### src/rtl/vdp1_cmd_fetch.sv
// VDP1 command-list reader: walks command tables in VRAM, follows jump modes,
// and hands each assembled, masked table to the draw engine via valid/ack.
package vdp1_cmd_fetch_pkg;
    typedef struct packed {
        logic [15:0] CMDCTRL;
        logic [15:0] CMDLINK;
        logic [15:0] CMDPMOD;
        logic [15:0] CMDCOLR;
        logic [15:0] CMDSRCA;
        logic [15:0] CMDSIZE;
        logic [15:0] CMDXA;
        logic [15:0] CMDYA;
        logic [15:0] CMDXB;
        logic [15:0] CMDYB;
        logic [15:0] CMDXC;
        logic [15:0] CMDYC;
        logic [15:0] CMDXD;
        logic [15:0] CMDYD;
        logic [15:0] CMDGRDA;
        logic [15:0] UNUSED;
    } CMDTBL_t;
endpackage

module vdp1_cmd_fetch
    import vdp1_cmd_fetch_pkg::*;
(
    input  logic        CLK,
    input  logic        RST,
    input  logic        START,
    output logic [17:0] VRAM_A,
    output logic        VRAM_RD,
    input  logic [15:0] VRAM_D,
    input  logic        VRAM_RDY,
    output CMDTBL_t     CMD,
    output logic        CMD_VALID,
    input  logic        CMD_ACK,
    output logic [15:0] COPR,
    output logic [15:0] LOPR,
    output logic        CEF,
    output logic        BUSY
);
    typedef enum logic [2:0] {
        S_IDLE, S_RD_CTRL, S_RD_LINK, S_RD_BODY, S_DISPATCH, S_NEXT, S_DONE
    } state_t;

    state_t      state_q, state_d;
    logic [3:0]  idx_q, idx_d;
    logic [15:0] t_q, t_d;
    logic [15:0] r_q, r_d;
    logic        rpend_q, rpend_d;
    logic [15:0] lopr_q, lopr_d;
    logic        cef_q, cef_d;
    logic [15:0] words_q [15];
    logic        word_we;
    logic [15:0] word_wdata;
    logic        rd_active;
    logic        rdy_ok;
    logic [255:0] cmd_flat;

    function automatic logic [15:0] word_mask(input logic [3:0] i);
        case (i)
            4'd0:    return 16'hFF3F;
            4'd1:    return 16'hFFFC;
            4'd2:    return 16'h9FFF;
            4'd5:    return 16'h3FFF;
            default: return 16'hFFFF;
        endcase
    endfunction

    function automatic logic comm_ok(input logic [3:0] c);
        case (c)
            4'h0, 4'h1, 4'h2, 4'h4, 4'h5, 4'h6, 4'h8, 4'h9, 4'hA: return 1'b1;
            default: return 1'b0;
        endcase
    endfunction

    assign rd_active  = (state_q == S_RD_CTRL) || (state_q == S_RD_LINK) || (state_q == S_RD_BODY);
    assign rdy_ok     = rd_active && VRAM_RDY;
    assign word_wdata = VRAM_D & word_mask(idx_q);

    always_comb begin
        state_d = state_q;
        idx_d   = idx_q;
        t_d     = t_q;
        r_d     = r_q;
        rpend_d = rpend_q;
        lopr_d  = lopr_q;
        cef_d   = cef_q;
        word_we = 1'b0;
        unique case (state_q)
            S_IDLE: begin
                if (START) begin
                    t_d     = 16'h0000;
                    idx_d   = 4'd0;
                    rpend_d = 1'b0;
                    cef_d   = 1'b0;
                    state_d = S_RD_CTRL;
                end
            end
            S_RD_CTRL: begin
                if (rdy_ok) begin
                    word_we = 1'b1;
                    if (word_wdata[15] || !comm_ok(word_wdata[3:0])) begin
                        cef_d   = 1'b1;
                        state_d = S_DONE;
                    end else begin
                        idx_d   = 4'd1;
                        state_d = word_wdata[14] ? S_RD_LINK : S_RD_BODY;
                    end
                end
            end
            S_RD_LINK: begin
                if (rdy_ok) begin
                    word_we = 1'b1;
                    state_d = S_NEXT;
                end
            end
            S_RD_BODY: begin
                if (rdy_ok) begin
                    word_we = 1'b1;
                    if (idx_q == 4'd14) state_d = S_DISPATCH;
                    else                idx_d   = idx_q + 4'd1;
                end
            end
            S_DISPATCH: begin
                if (CMD_ACK) begin
                    lopr_d  = t_q;
                    state_d = S_NEXT;
                end
            end
            S_NEXT: begin
                // A call while a return is pending degrades to assign; R is kept.
                unique case (words_q[0][13:12])
                    2'b00: t_d = t_q + 16'd4;
                    2'b01: t_d = words_q[1];
                    2'b10: begin
                        t_d = words_q[1];
                        if (!rpend_q) begin
                            r_d     = t_q + 16'd4;
                            rpend_d = 1'b1;
                        end
                    end
                    default: begin
                        if (rpend_q) begin
                            t_d     = r_q;
                            rpend_d = 1'b0;
                        end else begin
                            t_d = t_q + 16'd4;
                        end
                    end
                endcase
                idx_d   = 4'd0;
                state_d = S_RD_CTRL;
            end
            S_DONE:  state_d = S_IDLE;
            default: state_d = S_IDLE;
        endcase
    end

    always_ff @(posedge CLK) begin
        if (RST) begin
            state_q <= S_IDLE;
            idx_q   <= 4'd0;
            t_q     <= 16'h0000;
            r_q     <= 16'h0000;
            rpend_q <= 1'b0;
            lopr_q  <= 16'h0000;
            cef_q   <= 1'b0;
            for (int i = 0; i < 15; i++) words_q[i] <= 16'h0000;
        end else begin
            state_q <= state_d;
            idx_q   <= idx_d;
            t_q     <= t_d;
            r_q     <= r_d;
            rpend_q <= rpend_d;
            lopr_q  <= lopr_d;
            cef_q   <= cef_d;
            if (word_we) words_q[idx_q] <= word_wdata;
        end
    end

    // Word 15 is never fetched, so its slot in the table stays zero.
    generate
        for (genvar gi = 0; gi < 15; gi++) begin : g_word
            assign cmd_flat[255-16*gi -: 16] = words_q[gi];
        end
    endgenerate
    assign cmd_flat[15:0] = 16'h0000;

    assign CMD       = cmd_flat;
    assign VRAM_RD   = rd_active;
    assign VRAM_A    = rd_active ? {t_q[15:2], idx_q} : 18'h0;
    assign CMD_VALID = (state_q == S_DISPATCH);
    assign COPR      = t_q;
    assign LOPR      = lopr_q;
    assign CEF       = cef_q;
    assign BUSY      = (state_q != S_IDLE) && (state_q != S_DONE);
endmodule

### config.mk
export PLATFORM = sky130hd
export DESIGN_NAME = vdp1_cmd_fetch
export DESIGN_NICKNAME = d
export VERILOG_FILES = /design/src/rtl/vdp1_cmd_fetch.sv
export SDC_FILE = /design/constraint.sdc
export NUM_CORES = 1
export LEC_CHECK = 0
export CAP_MARGIN = 25
export CORE_ASPECT_RATIO = 1.75
export CORE_UTILIZATION = 45
export CTS_BUF_LIST = sky130_fd_sc_hd__clkbuf_4
export DETAILED_ROUTE_END_ITERATION = 12
export PLACE_DENSITY = 0.78
export SETUP_SLACK_MARGIN = 0.15
export SKIP_CTS_REPAIR_TIMING = 1
export SYNTH_ARGS = -nofsm -noshare
export SYNTH_HDL_FRONTEND = slang
export SYNTH_SLANG_ARGS = --single-unit
### constraint.sdc
create_clock -name CLK -period 2.6 [get_ports CLK]
set_clock_uncertainty 0.2 [all_clocks]
set_input_delay 0.52 -clock CLK [delete_from_list [all_inputs] [get_ports CLK]]
set_output_delay 0.52 -clock CLK [all_outputs]
set_load 0.02 [all_outputs]
==> impl_metrics.env, run 1 <==
export IMPL_num_rows=79
export IMPL_synth_edf_count=240
export IMPL_synth_flop_cell="edfxtp_1"
export IMPL_yosysSeqAreaShare_pct=68.5
export IMPL_track_usage_pct=28.6
export IMPL_wl_per_cell_um=22.1
export IMPL_gp_congestion=0.996
export IMPL_cap_violations=0
export IMPL_yosysWarnings=0
export IMPL_synth_top_area_cell="edfxtp_1"
export IMPL_die_area_um2=27800
export IMPL_cts_clk_slew_worst_paths_ns=0.07
export IMPL_rsz0062_at_grt="true"
export IMPL_cts_buffers_inserted=68
export IMPL_swShare_pct=28.7
export IMPL_ys_seq_elements=297
export IMPL_drcViolationCount=0
export IMPL_die_height_um=220
export IMPL_io_pins=331
export IMPL_syn_area_per_cell_um2=12.0
export IMPL_area_growth_pct=43.3
export IMPL_finalSetupViolations=0
export IMPL_worstPathMaxFanout=11
export IMPL_timing_final_crit_share_pct=94.2
export IMPL_hold_class="in2reg"
export IMPL_root_buffer="clkbuf_4"
export IMPL_finalHoldViolCount=0
export IMPL_seqPwrFrac_pct=48.2
export IMPL_core_um2=26600
export IMPL_synth_area_leaders="edfxtp_1 (59%), dfxtp_1 (9.4%), and3_1 (4.5%), nor2_1 (4.4%), and2_1 (3.7%)"
export IMPL_vias=9860
export IMPL_synthDistinctLibCells=61
export IMPL_cts_tree="yes"
export IMPL_clkPwrFrac_pct=33.4
export IMPL_end_kind="output pin"
export IMPL_p_comb_share_pct=18.4
export IMPL_clock_latency_ns=0.71
export IMPL_grt_pass1_vias=9742
export IMPL_fin_nets=1463
export IMPL_fin_setup_tns_ns=0
export IMPL_p_leak_nw=7.85
export IMPL_start_util_pct=45.8
export IMPL_postSynthCellCount=1014
export IMPL_avgViaCountPerCell=5.44
export IMPL_p_switching_w=0.00324
export IMPL_grt_max_degree=33
export IMPL_multi_input_area_um2=3480
export IMPL_max_freq_ghz=0.408
export IMPL_clkSinkCount=297
export IMPL_synth_async_sr_flop_share_pct=0
export IMPL_yosysTopAreaCellShare_pct=59.1
export IMPL_status="finished clean"
export IMPL_intPower_w=0.00804
export IMPL_clockBufferDepth=3
export IMPL_fin_ws_ns=0.151
export IMPL_grt_pass1_wl_um=58000
export IMPL_critical_path_class="reg2out"
export IMPL_drt_initial_drc_count=723
export IMPL_synth_area_um2=12200
export IMPL_numPortBuffers=314
export IMPL_ff_latch_area_um2=8360
export IMPL_pre_cts_ws_ns=-0.0599
export IMPL_period_needed_ns=2.45
export IMPL_slew_headroom_pct=61.1
export IMPL_fin_area_um2=17500
export IMPL_fill_cells=1954
export IMPL_wirelength_um=40000
export IMPL_tightest_slew_ns=0.576
export IMPL_vdd_ir_drop_max_mv=0.410
export IMPL_worstPathRequired_ns=1.88
export IMPL_critPathLaunchType="flip-flop"
export IMPL_post_route_util_pct=65.7
export IMPL_placed_cell_area_um2=16400
export IMPL_layout_drive_gt1_share_pct=17.8
export IMPL_htreeDepth=3
export IMPL_grt_remaining_overflow=0
export IMPL_antenna_found_initial=2
export IMPL_finalMaxSlewViolations=0
export IMPL_hpwl_um=29000
export IMPL_crit_arrival_ns=1.73
export IMPL_ant_nets=0
export IMPL_die_w_um=126
export IMPL_pwr_density_cell_nw_per_um2=646
export IMPL_dr_pass1_iters=7
==> per-stage QoR <==
step           hold WS, ns  instances  total power, W
2_1_floorplan        0.233       1031         0.00654
3_3_place_gp         0.241       1687         0.00753
3_5_place_dp         0.248       1687         0.00755
4_1_cts             0.0234       1810          0.0113
5_1_grt             0.0592       1812          0.0117
6_report            0.0778       1812          0.0113
==> worst max-delay path: stages, from the launching register on <==
cell and delay [ns]:
dfxtp_2 0.35, o21ba_4 0.23, buf_6 0.14, and2_1 0.16, buf_4 0.15
==> path summary, 6_finish.rpt <==
check,from,endpoint,slack (ns),depth (start not counted)
worst max-delay path,state_q[0],VRAM_A[6],0.15,4
worst min register to register,LOPR[9],LOPR[9],0.26,2
worst max register to register,idx_q[1],idx_q[2],0.26,7
worst min-delay path,RST,idx_q[1],0.08,4
==> Yosys cell counts (all sizes together), types with 17 or more instances <==
master	n
inv	20
nand2	95
nand3	19
and3	87
and2	73
a21oi	40
edfxtp	240
dfxtp	57
nor2	142
buf	23
clkbuf	66
nor3	24
o21ai	17
==> power by group through the flow <==
stage	Sequential (W)	Combinational, W	Clock (W)
floorplan	0.00573	0.000815	0
global placement	0.00553	0.00200	0
detailed placement	0.00553	0.00202	0
CTS	0.00543	0.00203	0.00383
global route	0.00545	0.00218	0.00406
finish	0.00544	0.00207	0.00377
==> cell families (layout without fill, tap and decap cells) <==
kind of cell	after synthesis	after routing	synth area share (%)
other	1	20	0.0308
adders and majority gates	9	9	0.924
DFF	297	297	68.5
muxes	6	6	0.503
buffers and inverters	109	564	4.07
AOI/OAI and AO/OA	117	117	6.42
xor gates and xnor gates	13	13	0.934
and+or+nand+nor	462	462	18.6
==> state kept, by name, summed over array words and instances (netlist names) <==
signal / cells
COPR: 16
r_q: 16
state_q: 3
words_q: 240
LOPR: 16
rpend_q: 1
idx_q: 4
CEF: 1
==> placed cells by master, fill, tap and decap left out, types with 16 or more instances in the layout <==
cell	count
nor3_1	24
nand2_1	87
a21oi_1	40
nor2_1	138
dlymetal6s2s_1	74
clkbuf_4	93
and3_1	87
and2_1	72
edfxtp_1	240
clkinv_1	16
buf_12	16
dfxtp_1	48
conb_1	18
clkdlybuf4s50_1	223
buf_4	92
inv_1	19
nand3_1	19
==> final cells by class <==
type                            count  area share (%)
Clock inverter                     30            1.05
Clock buffer                       93            4.00
Inverter                           20           0.430
Multi-Input combinational cell    625            19.9
Tap cell                          324            2.32
Sequential cell                   297            47.9
Timing Repair Buffer              421            24.4
Antenna cell                        2          0.0287
==> per-layer routing <==
layer / wire length (um) / up-vias / GRT usage (%)
met3: 3070 / 119 / 6.85
li1: - / 4465 / -
met5: 0 / - / 0
met1: 13500 / 4743 / 29.4
met4: 1680 / 0 / 16.1
met2: 21800 / 533 / 52.8
No activity file was read; power rests on OpenSTA's default activity.
==> run 2, diff against run 1 <==
--- a/config.mk
+++ b/config.mk
@@ -11,6 +11,7 @@
 export CTS_BUF_LIST = sky130_fd_sc_hd__clkbuf_4
 export DETAILED_ROUTE_END_ITERATION = 12
 export PLACE_DENSITY = 0.78
+export RECOVER_POWER = 50
 export SETUP_SLACK_MARGIN = 0.15
 export SKIP_CTS_REPAIR_TIMING = 1
 export SYNTH_ARGS = -nofsm -noshare
==> run 2 against run 1 <==
Compared with the run above:
- sequential cell count is the same
- final cell count stayed put
- critical endpoint unchanged
- critical path depth did not move
- via count grew 0.35%
- routed wire length is essentially flat
- worst setup slack lost 0.023 ns
- clock power hardly changed
==> impl_metrics.env, run 2 (same netlist as run 1, synthesis figures left out) <==
export IMPL_critical_path_class="reg2out"
export IMPL_drcViolationCount=0
export IMPL_grt_max_degree=33
export IMPL_hold_class="in2reg"
export IMPL_drt_initial_drc_count=727
export IMPL_core_um2=26600
export IMPL_ant_nets=0
export IMPL_worstPathRequired_ns=1.88
export IMPL_clkSinkCount=297
export IMPL_finalMaxSlewViolations=0
export IMPL_clock_latency_ns=0.71
export IMPL_num_rows=79
export IMPL_status="finished clean"
export IMPL_worstPathMaxFanout=11
export IMPL_layout_drive_gt1_share_pct=15.0
export IMPL_cts_buffers_inserted=68
export IMPL_die_area_um2=27800
export IMPL_cap_violations=0
export IMPL_critPathLaunchType="flip-flop"
export IMPL_start_util_pct=45.8
export IMPL_vdd_ir_drop_max_mv=0.409
export IMPL_min_path_cells=4
export IMPL_max_freq_ghz=0.404
export IMPL_wirelength_um=40000
export IMPL_end_kind="output pin"
export IMPL_final_cell_mix="edfxtp_1 (240), clkdlybuf4s50_1 (223), nor2_1 (139), clkbuf_1 (94), clkbuf_4 (93)"
export IMPL_finalHoldViolCount=0
export IMPL_wl_per_cell_um=22.1
export IMPL_finalSetupViolations=0
export IMPL_avgViaCountPerCell=5.46
export IMPL_gp_congestion=0.996
export IMPL_cts_clk_slew_worst_paths_ns=0.07
export IMPL_die_height_um=220
export IMPL_root_buffer="clkbuf_4"
export IMPL_io_pins=331
export IMPL_area_growth_pct=37.2
export IMPL_largest_register="words_q"
export IMPL_rsz0062_at_grt="true"
export IMPL_htreeDepth=3
export IMPL_cts_tree="yes"
export IMPL_grt_pass1_vias=9742
export IMPL_crit_arrival_ns=1.75
export IMPL_p_leak_nw=6.68
export IMPL_pwr_density_cell_nw_per_um2=668
export IMPL_die_w_um=126
export IMPL_grt_pass1_wl_um=58000
export IMPL_slew_headroom_pct=36.2
export IMPL_vias=9895
export IMPL_largest_reg_flops=240
export IMPL_final_common_cell="edfxtp_1"
export IMPL_fin_hold_ws_ns=0.0802
export IMPL_numPortBuffers=314
export IMPL_clockBufferDepth=3
export IMPL_track_usage_pct=28.6
export IMPL_grt_remaining_overflow=0
export IMPL_timing_final_crit_share_pct=95.1
export IMPL_tightest_slew_ns=0.953
export IMPL_r2r_cells=6
export IMPL_fin_nets=1463
export IMPL_period_needed_ns=2.47
export IMPL_hpwl_um=29000
export IMPL_antenna_found_initial=2
export IMPL_finalPower_w=0.0112
export IMPL_dr_pass1_iters=5
[run 2: cell types whose count changed in the layout (fill, tap and decap cells not counted), moves of 2 or more]
cell            before  now
nand2_2              8    4
and2_1              72   43
clkbuf_2             6   11
clkbuf_1             0   94
dlymetal6s2s_1      74   11
buf_12              16   14
buf_4               92   58
nand2_1             87   91
and2_0               0   29
[run 2: worst max-delay path, stage by stage (launching register included)]
cell	delay [ns]
dfxtp_1	0.36
o21ba_4	0.25
buf_6	0.14
and2_1	0.16
buf_4	0.15
[run 2: layer usage]
layer	global-route usage [%]	routed length (um)	vias to the layer above
met4	16.1	1850	0
met3	6.85	3350	123
li1	-	-	4465
met2	52.8	21500	581
met1	29.4	13300	4726
met5	0	0	-
[run 2: cell type report]
type / instances / area (um2)
Timing Repair Buffer: 421 / 3560
Sequential cell: 297 / 8360
Clock inverter: 30 / 183
Inverter: 20 / 75.1
Tap cell: 324 / 405
Antenna cell: 2 / 5.00
Fill cell: 2102 / 9860
Clock buffer: 93 / 698
Multi-Input combinational cell: 625 / 3450
[run 2: power breakdown]
group	total (W)	switching, W	internal (W)
Sequential	0.00544	0.000117	0.00532
Clock	0.00375	0.00187	0.00189
Combinational	0.00198	0.00123	0.000746
[run 2: metrics by stage]
step,TNS (ns),cell area [um2],worst slack (ns),utilization [%],instances
final,0,16700,0.127,62.9,1812
after global routing,0,16700,0.0535,62.9,1812
after floorplan,0,12300,0.163,-,1031
after detailed placement,-2.56,16400,-0.0599,61.7,1687
after CTS,-7.48,17300,-0.396,65.0,1810
after global placement,0,16400,0.000121,61.7,1687
[run 2: path summary, 6_finish.rpt]
path	from	end	slack [ns]
max	state_q[0]	VRAM_A[6]	0.13
min	RST	idx_q[1]	0.08
max reg2reg	idx_q[1]	words_q[1][13]	0.17
min reg2reg	LOPR[9]	LOPR[9]	0.26
